**config.mk**
```make
export PLATFORM = sky130hd
export DESIGN_NAME = dca_matrix_row_lsu
export DESIGN_NICKNAME = d
export VERILOG_FILES = /design/src/rtl/dca_matrix_row_lsu.sv
export SDC_FILE = /design/constraint.sdc
export NUM_CORES = 1
export LEC_CHECK = 0
export ABC_AREA = 1
export ABC_CLOCK_PERIOD_IN_PS = 26000
export CORE_MARGIN = 5
export CORE_UTILIZATION = 58
export DETAILED_ROUTE_END_ITERATION = 10
export DONT_BUFFER_PORTS = 1
export PLACE_DENSITY_LB_ADDON = 0.12
export SLEW_MARGIN = 30
export SYNTH_ARGS = -nofsm -noshare
export SYNTH_HDL_FRONTEND = slang
export SYNTH_SLANG_ARGS = --single-unit
```
**constraint.sdc**
```tcl
create_clock -name clk -period 26 [get_ports clk]
set_input_delay 3.9 -clock clk [delete_from_list [all_inputs] [get_ports clk]]
set_output_delay 3.9 -clock clk [all_outputs]
set_load 0.05 [all_outputs]
```
**src/rtl/dca_matrix_row_lsu.sv**
```systemverilog
// Matrix row load/store unit feeding one operand port of the matrix MAC core.
// Loads strided rows from memory into the MAC, or drains MAC rows back to memory.
module dca_matrix_row_lsu #(
  parameter int BW_ADDR        = 32,
  parameter int BW_ROW         = 128,
  parameter int RSP_FIFO_DEPTH = 4,
  localparam int BW_INST       = 2 + BW_ADDR + 16 + 8
) (
  input  logic               clk,
  input  logic               rstp,
  input  logic               sinst_wvalid,
  input  logic [BW_INST-1:0] sinst_wdata,
  output logic               sinst_wready,
  output logic               sinst_decode_finish,
  output logic               sinst_execute_finish,
  output logic               sinst_busy,
  output logic               sload_tensor_row_wvalid,
  output logic               sload_tensor_row_wlast,
  output logic [BW_ROW-1:0]  sload_tensor_row_wdata,
  input  logic               sload_tensor_row_wready,
  output logic               sstore_tensor_row_rvalid,
  output logic               sstore_tensor_row_rlast,
  input  logic               sstore_tensor_row_rready,
  input  logic [BW_ROW-1:0]  sstore_tensor_row_rdata,
  output logic               mem_req_valid,
  input  logic               mem_req_ready,
  output logic               mem_req_write,
  output logic [BW_ADDR-1:0] mem_req_addr,
  output logic [BW_ROW-1:0]  mem_req_wdata,
  input  logic               mem_rsp_valid,
  input  logic [BW_ROW-1:0]  mem_rsp_rdata,
  output logic [2:0]         dbg_state
);

  localparam int PTR_W = $clog2(RSP_FIFO_DEPTH);
  localparam int CNT_W = PTR_W + 1;
  localparam logic [CNT_W:0] DEPTH_C = RSP_FIFO_DEPTH[CNT_W:0];
  localparam logic [1:0] OP_LOAD  = 2'd1;
  localparam logic [1:0] OP_STORE = 2'd2;

  typedef enum logic [2:0] {
    ST_IDLE   = 3'd0,
    ST_DECODE = 3'd1,
    ST_LOAD   = 3'd2,
    ST_STORE  = 3'd3,
    ST_DONE   = 3'd4
  } state_e;

  state_e             state_q, state_d;
  logic [1:0]         opcode_q, opcode_d;
  logic [15:0]        stride_q, stride_d;
  logic [7:0]         num_row_q, num_row_d;
  logic [BW_ADDR-1:0] addr_q, addr_d;
  logic [7:0]         req_cnt_q, req_cnt_d;
  logic [7:0]         pop_cnt_q, pop_cnt_d;
  logic [CNT_W-1:0]   out_cnt_q, out_cnt_d;
  logic [CNT_W-1:0]   fifo_cnt_q, fifo_cnt_d;
  logic [PTR_W-1:0]   wptr_q, wptr_d;
  logic [PTR_W-1:0]   rptr_q, rptr_d;
  logic [BW_ROW-1:0]  fifo_mem_q [RSP_FIFO_DEPTH];
  logic [BW_ROW-1:0]  fifo_mem_d [RSP_FIFO_DEPTH];
  logic               pend_q, pend_d;
  logic [BW_ROW-1:0]  wdata_q, wdata_d;
  logic               wready_q, wready_d;
  logic               busy_q, busy_d;
  logic               dec_fin_q, dec_fin_d;
  logic               exe_fin_q, exe_fin_d;

  logic [7:0]         last_row;
  logic [CNT_W:0]     credit_used;
  logic               inst_fire, req_fire, ld_req_fire, rsp_push, row_pop, st_take;

  // Every channel transfers on the cycle where valid && ready are both high at
  // the clock edge; once raised, a valid holds its payload stable until taken.
  always_comb begin
    last_row    = num_row_q - 8'd1;
    credit_used = {1'b0, out_cnt_q} + {1'b0, fifo_cnt_q};

    sinst_wready         = wready_q;
    sinst_busy           = busy_q;
    sinst_decode_finish  = dec_fin_q;
    sinst_execute_finish = exe_fin_q;
    dbg_state            = state_q;

    sload_tensor_row_wvalid = (state_q == ST_LOAD) && (fifo_cnt_q != '0);
    sload_tensor_row_wlast  = sload_tensor_row_wvalid && (pop_cnt_q == last_row);
    sload_tensor_row_wdata  = fifo_mem_q[rptr_q];

    sstore_tensor_row_rvalid = (state_q == ST_STORE) && !pend_q && (req_cnt_q < num_row_q);
    sstore_tensor_row_rlast  = sstore_tensor_row_rvalid && (req_cnt_q == last_row);

    // Credit covers both reads in flight and rows parked in the buffer.
    mem_req_valid = ((state_q == ST_LOAD) && (req_cnt_q < num_row_q) && (credit_used < DEPTH_C))
                 || ((state_q == ST_STORE) && pend_q);
    mem_req_write = (state_q == ST_STORE);
    mem_req_addr  = addr_q;
    mem_req_wdata = wdata_q;

    inst_fire   = sinst_wvalid && wready_q;
    req_fire    = mem_req_valid && mem_req_ready;
    ld_req_fire = req_fire && (state_q == ST_LOAD);
    rsp_push    = mem_rsp_valid && (out_cnt_q != '0);
    row_pop     = sload_tensor_row_wvalid && sload_tensor_row_wready;
    st_take     = sstore_tensor_row_rvalid && sstore_tensor_row_rready;
  end

  always_comb begin
    state_d    = state_q;
    opcode_d   = opcode_q;
    stride_d   = stride_q;
    num_row_d  = num_row_q;
    addr_d     = addr_q;
    req_cnt_d  = req_cnt_q;
    pop_cnt_d  = pop_cnt_q;
    out_cnt_d  = out_cnt_q + CNT_W'(ld_req_fire) - CNT_W'(rsp_push);
    fifo_cnt_d = fifo_cnt_q + CNT_W'(rsp_push) - CNT_W'(row_pop);
    wptr_d     = wptr_q;
    rptr_d     = rptr_q;
    fifo_mem_d = fifo_mem_q;
    pend_d     = pend_q;
    wdata_d    = wdata_q;

    if (req_fire) begin
      addr_d    = addr_q + {{(BW_ADDR-16){1'b0}}, stride_q};
      req_cnt_d = req_cnt_q + 8'd1;
    end
    if (rsp_push) begin
      fifo_mem_d[wptr_q] = mem_rsp_rdata;
      wptr_d             = wptr_q + 1'b1;
    end
    if (row_pop) begin
      rptr_d    = rptr_q + 1'b1;
      pop_cnt_d = pop_cnt_q + 8'd1;
    end
    if (st_take) begin
      wdata_d = sstore_tensor_row_rdata;
      pend_d  = 1'b1;
    end
    if (req_fire && (state_q == ST_STORE)) begin
      pend_d = 1'b0;
    end

    case (state_q)
      ST_IDLE: begin
        if (inst_fire) begin
          opcode_d  = sinst_wdata[1:0];
          addr_d    = sinst_wdata[BW_ADDR+1:2];
          stride_d  = sinst_wdata[BW_ADDR+17:BW_ADDR+2];
          num_row_d = sinst_wdata[BW_ADDR+25:BW_ADDR+18];
          req_cnt_d = 8'd0;
          pop_cnt_d = 8'd0;
          pend_d    = 1'b0;
          state_d   = ST_DECODE;
        end
      end
      ST_DECODE: begin
        if ((opcode_q == OP_LOAD) && (num_row_q != 8'd0)) begin
          state_d = ST_LOAD;
        end else if ((opcode_q == OP_STORE) && (num_row_q != 8'd0)) begin
          state_d = ST_STORE;
        end else begin
          state_d = ST_DONE;
        end
      end
      ST_LOAD: begin
        if (row_pop && (pop_cnt_q == last_row)) state_d = ST_DONE;
      end
      ST_STORE: begin
        if (req_fire && (req_cnt_q == last_row)) state_d = ST_DONE;
      end
      ST_DONE: state_d = ST_IDLE;
      default: state_d = ST_IDLE;
    endcase

    wready_d  = (state_d == ST_IDLE);
    busy_d    = (state_d == ST_DECODE) || (state_d == ST_LOAD) || (state_d == ST_STORE);
    exe_fin_d = (state_d == ST_DONE);
    dec_fin_d = (state_q == ST_DECODE);
  end

  always_ff @(posedge clk or posedge rstp) begin
    if (rstp) begin
      state_q    <= ST_IDLE;
      opcode_q   <= '0;
      stride_q   <= '0;
      num_row_q  <= '0;
      addr_q     <= '0;
      req_cnt_q  <= '0;
      pop_cnt_q  <= '0;
      out_cnt_q  <= '0;
      fifo_cnt_q <= '0;
      wptr_q     <= '0;
      rptr_q     <= '0;
      for (int i = 0; i < RSP_FIFO_DEPTH; i++) fifo_mem_q[i] <= '0;
      pend_q     <= 1'b0;
      wdata_q    <= '0;
      wready_q   <= 1'b0;
      busy_q     <= 1'b0;
      dec_fin_q  <= 1'b0;
      exe_fin_q  <= 1'b0;
    end else begin
      state_q    <= state_d;
      opcode_q   <= opcode_d;
      stride_q   <= stride_d;
      num_row_q  <= num_row_d;
      addr_q     <= addr_d;
      req_cnt_q  <= req_cnt_d;
      pop_cnt_q  <= pop_cnt_d;
      out_cnt_q  <= out_cnt_d;
      fifo_cnt_q <= fifo_cnt_d;
      wptr_q     <= wptr_d;
      rptr_q     <= rptr_d;
      fifo_mem_q <= fifo_mem_d;
      pend_q     <= pend_d;
      wdata_q    <= wdata_d;
      wready_q   <= wready_d;
      busy_q     <= busy_d;
      dec_fin_q  <= dec_fin_d;
      exe_fin_q  <= exe_fin_d;
    end
  end

  // A response can only land in a full buffer if the credit accounting broke.
  a_no_overflow: assert property (@(posedge clk) disable iff (rstp)
    !(rsp_push && ({1'b0, fifo_cnt_q} == DEPTH_C) && !row_pop));

endmodule

```
* Word-level counts from Yosys, hierarchy flattened
Index checks and enable logic that the tools add are counted.
** Storage, ports and cells
- Flip-flop bits (word level) :: 732
- Input bits :: 321
- Output and inout port bits :: 301
** Cells by class
- Add/subtract/negate cells :: 11
- $lt $le $gt $ge :: 5
- Equal/unequal tests :: 11
- Muxes and demuxes :: 25
- Bitwise gates (word level) :: 2
- Reductions and logical operators :: 30
** Operators with widths (number)
- $bwmux W512 :: 1
- $mux W128 :: 3
- $bmux W128 S2 :: 1
- $demux W128 S2 :: 1
- $mux W32 :: 3
- $mux W8 :: 6
- $add A32 B16 Y32 :: 1
- $logic_and A1 B1 Y1 :: 20
- $add A8 B1 Y8 const B :: 2
- $eq A8 B8 Y1 :: 2
- $mux W3 :: 5
- $eq A3 B2 Y1 const B :: 4
- $pmux W3 S4 :: 1
- $lt A8 B8 Y1 :: 1
- $reduce_bool A8 Y1 :: 1
- $sub A8 B1 Y8 const B :: 1
- $add A3 B1 Y3 :: 2
- $eq A3 B1 Y1 const B :: 2
- $ge A3 B3 Y1 const B :: 2
- $logic_not A3 Y1 :: 2
- $not A2 Y3 :: 2
- $reduce_bool A3 Y1 :: 2
- $sub A3 B1 Y3 :: 2
- $add A2 B1 Y2 const B :: 2
- 10 further kinds :: 15

* Longest topological paths before layout
Gate-level depths: netlist of the first run.
- Word-level depth :: 11
- Gate-level depth with buffers :: 18

* Least setup slack after synthesis of the first run
No wires, ideal clock.
- Path kind :: reg2out
- Start :: reg num_row_q[0]
- End :: out sload_tensor_row_wlast
- Arrival time :: 2912 ps
- Required time :: 22100 ps
- Path slack :: 19188 ps
- Stages on the path, launching flop included :: 11
- Path buffers :: 1
- Path through :: dfrtp_1 clkinv_1 ha_1 clkbuf_1 inv_1 nand2_1 nand3_1 nand2_1 nor3_1 nand4_1 nor4_1
** Between the ends
- Cells in the longest elaborated chain, start to end :: 3
** RTL lines
- from (decl) :: RTL line 52 : logic [7:0] num_row_q, num_row_d;
- from (signal assigned) :: RTL line 205 : num_row_q <= num_row_d;
- $sub A8 B1 Y8 :: RTL line 76 : last_row = num_row_q - 8'd1;
- $eq A8 B8 Y1 :: RTL line 86 : sload_tensor_row_wlast = sload_tensor_row_wvalid && (pop_cnt_q == last_row);
- $logic_and A1 B1 Y1 :: RTL line 86
- to (decl) :: RTL line 18 : output logic sload_tensor_row_wlast,
No other way between the ends.

* Final worst setup path of the first run
- Start :: reg rptr_q[0]
- End :: out sload_tensor_row_wdata[88]
** Between the ends
- Cells in the longest elaborated chain, start to end :: 4
** RTL lines
- from (decl) :: RTL line 59 : logic [PTR_W-1:0] rptr_q, rptr_d;
- from (signal assigned) :: RTL line 212 : rptr_q <= rptr_d;
- $not A2 Y3 (implied by the code) :: RTL line 87 : sload_tensor_row_wdata = fifo_mem_q[rptr_q];
- $bmux W128 S2 :: RTL line 87
- $mux W128 (implied by the code) (2 in a row) :: RTL line 87
- to (decl) :: RTL line 19 : output logic [BW_ROW-1:0] sload_tensor_row_wdata,
No other way between the ends. The select of a mux whose other input is x is not followed.

==> results.json, run 1 <==
{
  "status": "complete, no violations",
  "synthCells": 2979,
  "report.final.slew_viol_count": 0,
  "start_util_pct": 58.5,
  "synth-seq-cells": 732,
  "die-area_mm2": 0.0631,
  "dieWidth_um": 251,
  "grt_overflow": 0,
  "grt_max_degree": 113,
  "final_common_cell": "dfrtp_1",
  "synth_top_flop_cell": "dfrtp_1",
  "rrSetupSlack_ns": 22.42,
  "post-route-period-util_pct": 29.8,
  "slew-limit-headroom_pct": 35.2,
  "syn_area_mm2": 0.0338,
  "end_kind": "primary output",
  "num_io_pins": 622,
  "whs_ns": 0.490,
  "htree_levels": 3,
  "ctsRootBufferMaster": "clkbuf_16",
  "first_global_vias": 23742,
  "fin_area_mm2": 0.0378,
  "via_per_inst": 6.00,
  "max_slew.worst_pin.slew_ns": 0.970,
  "fmax_ghz": 0.129,
  "rows": 88,
  "clock_path_buffers": 3,
  "drt-initial-drc-count": 1362,
  "finalSetupTns_ns": 0,
  "coreArea_mm2": 0.0577,
  "hold_violations": 0,
  "critPathLaunchType": "flop",
  "cts_buffers": 77,
  "path_max_fanout": 82,
  "avgSynthCellArea_um2": 11.3,
  "post_cts_resized": 0,
  "ant_nets": 0,
  "num_vias": 22658,
  "cts.clk_slew.worst_paths_ns": 0.06,
  "grtUsageTotal_pct": 27.3,
  "rsz0062_at_grt": "no",
  "antenna_found_initial": 3,
  "postCtsHoldBufs": 0,
  "synth_cell_types": 43,
  "crit_arrival_ns": 3.85,
  "grt_pass1_wl_mm": 138,
  "cts_num_sinks": 732,
  "clock_skew_ns": 0.0251,
  "firstDrtPassIters": 5,
  "fillers": 4318,
  "hold_path.class": "flop to flop",
  "ys_seq_area_share_pct": 54.2,
  "layout_common_cells": "dfrtp_1 (730), mux2_2 (531), nor2_1 (342)",
  "final_net_count": 3309,
  "drive_gt1_share_pct": 31.8,
  "yosysWarnings": 0,
  "wl_mm": 88.7,
  "syn2layout_area_growth_pct": 11.9,
  "drv_cap": 0,
  "placed_area_mm2": 0.0350,
  "die_h_um": 251,
  "place_congestion": 0.945,
  "worstPathRequired_ns": 22.10,
  "port_buffers": 0,
  "clkLatencyLatePin_ns": 0.62,
  "critPathKind": "flop to primary output",
  "fin_crit_ns": 7.75,
  "hpwl_mm": 59.0,
  "final-setup-viol-count": 0,
  "synth_enable_flop_cells": 0,
  "cts_tree": "done",
  "wl_per_cell_um": 23.5,
  "drc": 0,
  "ys_async_sr_fraction_pct": 100,
  "syn_nets": 3341,
  "postCtsSetupBuffers": 0
}
==> stage by stage <==
step / cells / worst slack [ns] / utilization [%]
finish: 3775 / 18.25 / 65.5
detailed placement: 3633 / 18.87 / 60.7
floorplan: 2979 / 1.56 / -
global route: 3774 / 18.04 / 65.5
global placement: 3632 / 18.76 / 59.7
CTS: 3773 / 18.21 / 65.4
==> registers in the layout, indices dropped and copies added, names as in the netlist <==
signal                cells
fifo_mem_q              512
mem_req_wdata           128
mem_req_addr             32
stride_q                 16
num_row_q                 8
pop_cnt_q                 8
req_cnt_q                 8
dbg_state                 3
fifo_cnt_q                3
out_cnt_q                 3
opcode_q                  2
rptr_q                    2
wptr_q                    2
pend_q                    1
sinst_busy                1
sinst_decode_finish       1
sinst_execute_finish      1
sinst_wready              1
==> cell type report <==
type / count / area, µm² / area share (%)
repair buffers: 65 / 549 / 1.45
inverters: 126 / 492 / 1.30
well taps: 765 / 957 / 2.53
clock inverters: 30 / 388 / 1.03
clock buffers: 110 / 2300 / 6.10
flip-flops and latches: 732 / 18300 / 48.5
diodes: 2 / 5.00 / 0.0132
multi-input cells: 1945 / 14800 / 39.1
==> worst paths after layout <==
path	end	cells past startpoint	startpoint
min reg2reg	stride_q[9]	2	stride_q[9]
min in group asynchronous	fifo_mem_q[374]	1	rstp
max	sload_tensor_row_wdata[88]	5	rptr_q[0]
max reg2reg	mem_req_wdata[69]	9	dbg_state[0]
max in group asynchronous	mem_req_wdata[68]	3	rstp
min	stride_q[9]	2	stride_q[9]
==> cell usage after synthesis (all sizes together) (3+ instances only) <==
master / count / area (µm²)
xor2: 18 / 158
nor4: 5 / 31.3
clkbuf: 93 / 349
xnor2: 8 / 70.1
nand2: 276 / 1040
inv: 125 / 469
dfrtp: 732 / 18300
ha: 38 / 475
nand3b: 4 / 30.0
nor3: 12 / 71.3
nor2: 352 / 1350
a31oi: 7 / 43.8
o21ai: 300 / 1510
buf: 83 / 499
nand3: 72 / 370
nand4: 19 / 119
o22ai: 128 / 801
fa: 3 / 60.1
a21oi: 48 / 252
a21o: 3 / 22.5
mux2: 640 / 7620
==> per-layer routing <==
layer | up-vias | track usage [%] | wire length (µm)
li1 | 10230 | - | -
met1 | 11555 | 33.5 | 34100
met2 | 712 | 46.0 | 44100
met3 | 161 | 8.68 | 7130
met4 | 0 | 9.65 | 3350
met5 | - | 0 | 0
==> worst max-delay path, stage by stage, from the launching register on <==
cell     delay [ns]
dfrtp_4        0.78
inv_6          0.56
buf_4          0.81
o21ai_0        0.18
o22ai_1        0.51
buf_4          0.31
==> cells by family after synthesis <==
kind of cell | count (synthesis) | synth area share, %
adder cells (fa/ha/maj) | 41 | 1.59
AND/OR/NAND/NOR | 744 | 9.02
AO/OA/AOI/OAI | 494 | 8.01
multiplexers | 640 | 22.6
XOR/XNOR | 26 | 0.674
flip-flops | 732 | 54.2
buffers and inverters | 302 | 3.91
Power of run 1 is left out: the tool's default activity adds up to more than one toggle a clock period on the data nets, which glitch-free logic cannot reach.
==> inputs of run 2 (changes only) <==
ABC_AREA = 0   (was 1)
ABC_CLOCK_PERIOD_IN_PS = 8100   (was 26000)
CORE_AREA = 5 5 238 240   (was default)
CORE_MARGIN = default   (was 5)
CORE_UTILIZATION = default   (was 58)
DIE_AREA = 0 0 243 245   (was default)
clock period = 8.1 ns   (was 26 ns; I/O delays follow)
==> results.json, run 2 <==
{
  "path_cells": "inv_1 > ha_1 > a41oi_1 > o21ai_1 > o21ai_1 > nand2b_1 > nor3b_2 > buf_4 > nor2b_1",
  "layout_common_cells": "dfrtp_1 (730), mux2_2 (480), mux2_1 (160)",
  "final-setup-viol-count": 0,
  "dieWidth_um": 243,
  "rows": 86,
  "path_max_fanout": 7,
  "drc": 0,
  "num_vias": 17960,
  "grtUsageTotal_pct": 26.2,
  "critPathKind": "flop to primary output",
  "rsz0062_at_grt": "no",
  "clock_path_buffers": 3,
  "drive_gt1_share_pct": 36.1,
  "synth.area.top_cells": "dfrtp_1 (57%), mux2_2 (17%), mux4_2 (8.9%), mux2_1 (5.6%), ha_1 (1.5%)",
  "clock_skew_ns": 0.0174,
  "cts_tree": "done",
  "yosysWarnings": 0,
  "syn_nets": 2497,
  "wl_mm": 78.0,
  "max_slew.worst_pin.slew_ns": 1.03,
  "fmax_ghz": 0.204,
  "ctsRootBufferMaster": "clkbuf_16",
  "htree_levels": 3,
  "cts_buffers": 77,
  "post_cts_resized": 0,
  "crit_top_cell": "o21ai_1",
  "avgSynthCellArea_um2": 15.1,
  "cts.clk_slew.worst_paths_ns": 0.06,
  "placed_area_mm2": 0.0329,
  "final_common_cell": "dfrtp_1",
  "drt-initial-drc-count": 885,
  "slowest_stage": "nor2b_1",
  "hold_start": "stride_q[11]",
  "wl_per_cell_um": 27.1,
  "worstSetupStartpoint": "num_row_q[4]",
  "synth-seq-cells": 732,
  "largest-register": "fifo_mem_q",
  "crit_arrival_ns": 3.69,
  "status": "complete, no violations",
  "yosys-top-cells-count": "dfrtp_1 (732), mux2_2 (480), mux2_1 (160), mux4_2 (128), nand2_1 (119)",
  "critPathBufInv": 2,
  "antenna_found_initial": 11,
  "coreArea_mm2": 0.0544,
  "worstHoldEndpoint": "stride_q[11]",
  "start_util_pct": 59.2,
  "cpPeakStageDelay_ns": 0.78,
  "largest_reg_flops": 512,
  "cts_num_sinks": 732,
  "postCtsSetupBuffers": 0,
  "hold_path.class": "flop to flop",
  "final_net_count": 2484,
  "num_io_pins": 622,
  "die_h_um": 245,
  "fillers": 3880,
  "via_per_inst": 6.23,
  "fin_crit_ns": 4.90,
  "cp_top_family": "simple AND/OR/NAND/NOR gates",
  "grt_overflow": 0,
  "synth_cell_types": 60,
  "timing.rr.start": "num_row_q[4]",
  "port_buffers": 0,
  "rr_worst_depth": 11,
  "ys_async_sr_fraction_pct": 100,
  "grt_max_degree": 158,
  "syn2layout_area_growth_pct": 10.2,
  "die-area_mm2": 0.0595,
  "min_path_cells": 2,
  "postCtsHoldBufs": 0,
  "slew-limit-headroom_pct": 30.8,
  "end_kind": "primary output",
  "ant_nets": 0,
  "worstPathRequired_ns": 6.88,
  "grt_pass1_wl_mm": 122,
  "synth_top_area_cell": "dfrtp_1",
  "place_congestion": 0.896,
  "ys_seq_area_share_pct": 56.8,
  "post-route-period-util_pct": 60.5,
  "reg2reg_to": "mem_req_wdata[89]",
  "critPathLaunchType": "flop",
  "synth_top_flop_cell": "dfrtp_1",
  "yosysTopAreaCellShare_pct": 56.8,
  "rrSetupSlack_ns": 4.15,
  "hold_violations": 0,
  "clkLatencyLatePin_ns": 0.61,
  "synthCells": 2135,
  "report.final.slew_viol_count": 0,
  "synth_most_common_cell": "dfrtp_1",
  "synth_enable_flop_cells": 0,
  "drv_cap": 0,
  "first_global_vias": 19542,
  "firstDrtPassIters": 7,
  "syn_area_mm2": 0.0322,
  "fin_area_mm2": 0.0355,
  "hpwl_mm": 54.1
}
-- run 2: cell count changes after synthesis, sizes merged, moves of 36 or more --
| cell | delta |
|---|---|
| o22ai | -127 |
| nor2 | -316 |
| inv | -96 |
| o21ai | -250 |
| xnor2 | +36 |
| nand3 | -51 |
| nand2 | -156 |
| mux4 | +128 |
| clkbuf | -48 |
-- run 2: worst max path at each step --
stage / endpoint / slack (ns) / cells past startpoint
finish: sstore_tensor_row_rlast / 3.20 / 9
global route: sstore_tensor_row_rlast / 3.01 / 9
CTS: sstore_tensor_row_rlast / 3.14 / 9
detailed placement: sstore_tensor_row_rlast / 3.81 / 9
global placement: sstore_tensor_row_rlast / 3.85 / 9
floorplan: dbg_state[0] / -3.14 / 1
-- run 2: area by class of cell --
class / instances / area (µm²) / share of cell area, %
inverter: 29 / 113 / 0.317
tap: 704 / 881 / 2.48
antenna: 4 / 10.0 / 0.0282
multi-input combinational: 1250 / 13300 / 37.4
timing repair buffer: 32 / 385 / 1.09
sequential: 732 / 18300 / 51.6
clock buffer: 117 / 2340 / 6.59
clock inverter: 16 / 163 / 0.458
-- run 2: kinds of logic (layout without fill, tap and decap cells) --
kind of cell | count (synthesis) | after routing | synth area share, %
muxes | 769 | 769 | 31.3
DFF | 732 | 732 | 56.8
and+or+nand+nor | 236 | 236 | 3.59
buffers and inverters | 153 | 194 | 2.04
AOI/OAI and AO/OA | 138 | 138 | 2.69
xor gates and xnor gates | 66 | 66 | 1.84
adders and majority gates | 41 | 41 | 1.66
other | 0 | 4 | 0
-- run 2: routing by layer --
layer / global-route usage [%] / part of all wire [%] / wire, µm
met4: 8.26 / 2.9 / 2290
met5: 0 / 0.056 / 44
met2: 43.6 / 50 / 39400
met3: 7.47 / 7.1 / 5520
met1: 34.0 / 39 / 30800
-- run 2: worst min-delay path, stage by stage, from the launching register on --
cell and delay [ns]:
dfrtp_1 0.34, nand2_1 0.05, nand2_1 0.05
-- run 2: metrics by stage --
step / setup WS [ns] / TNS [ns] / util, % / cells / hold slack (ns)
final: 3.20 / 0 / 65.2 / 2884 / 0.481
after global routing: 3.01 / 0 / 65.2 / 2884 / 0.500
after CTS: 3.14 / 0 / 65.1 / 2878 / 0.485
after detailed placement: 3.81 / 0 / 60.5 / 2745 / 0.471
after global placement: 3.85 / 0 / 60.3 / 2741 / 0.466
after floorplan: -3.14 / -2301.83 / - / 2135 / 0.450
Power of run 2 is left out for the same reason.
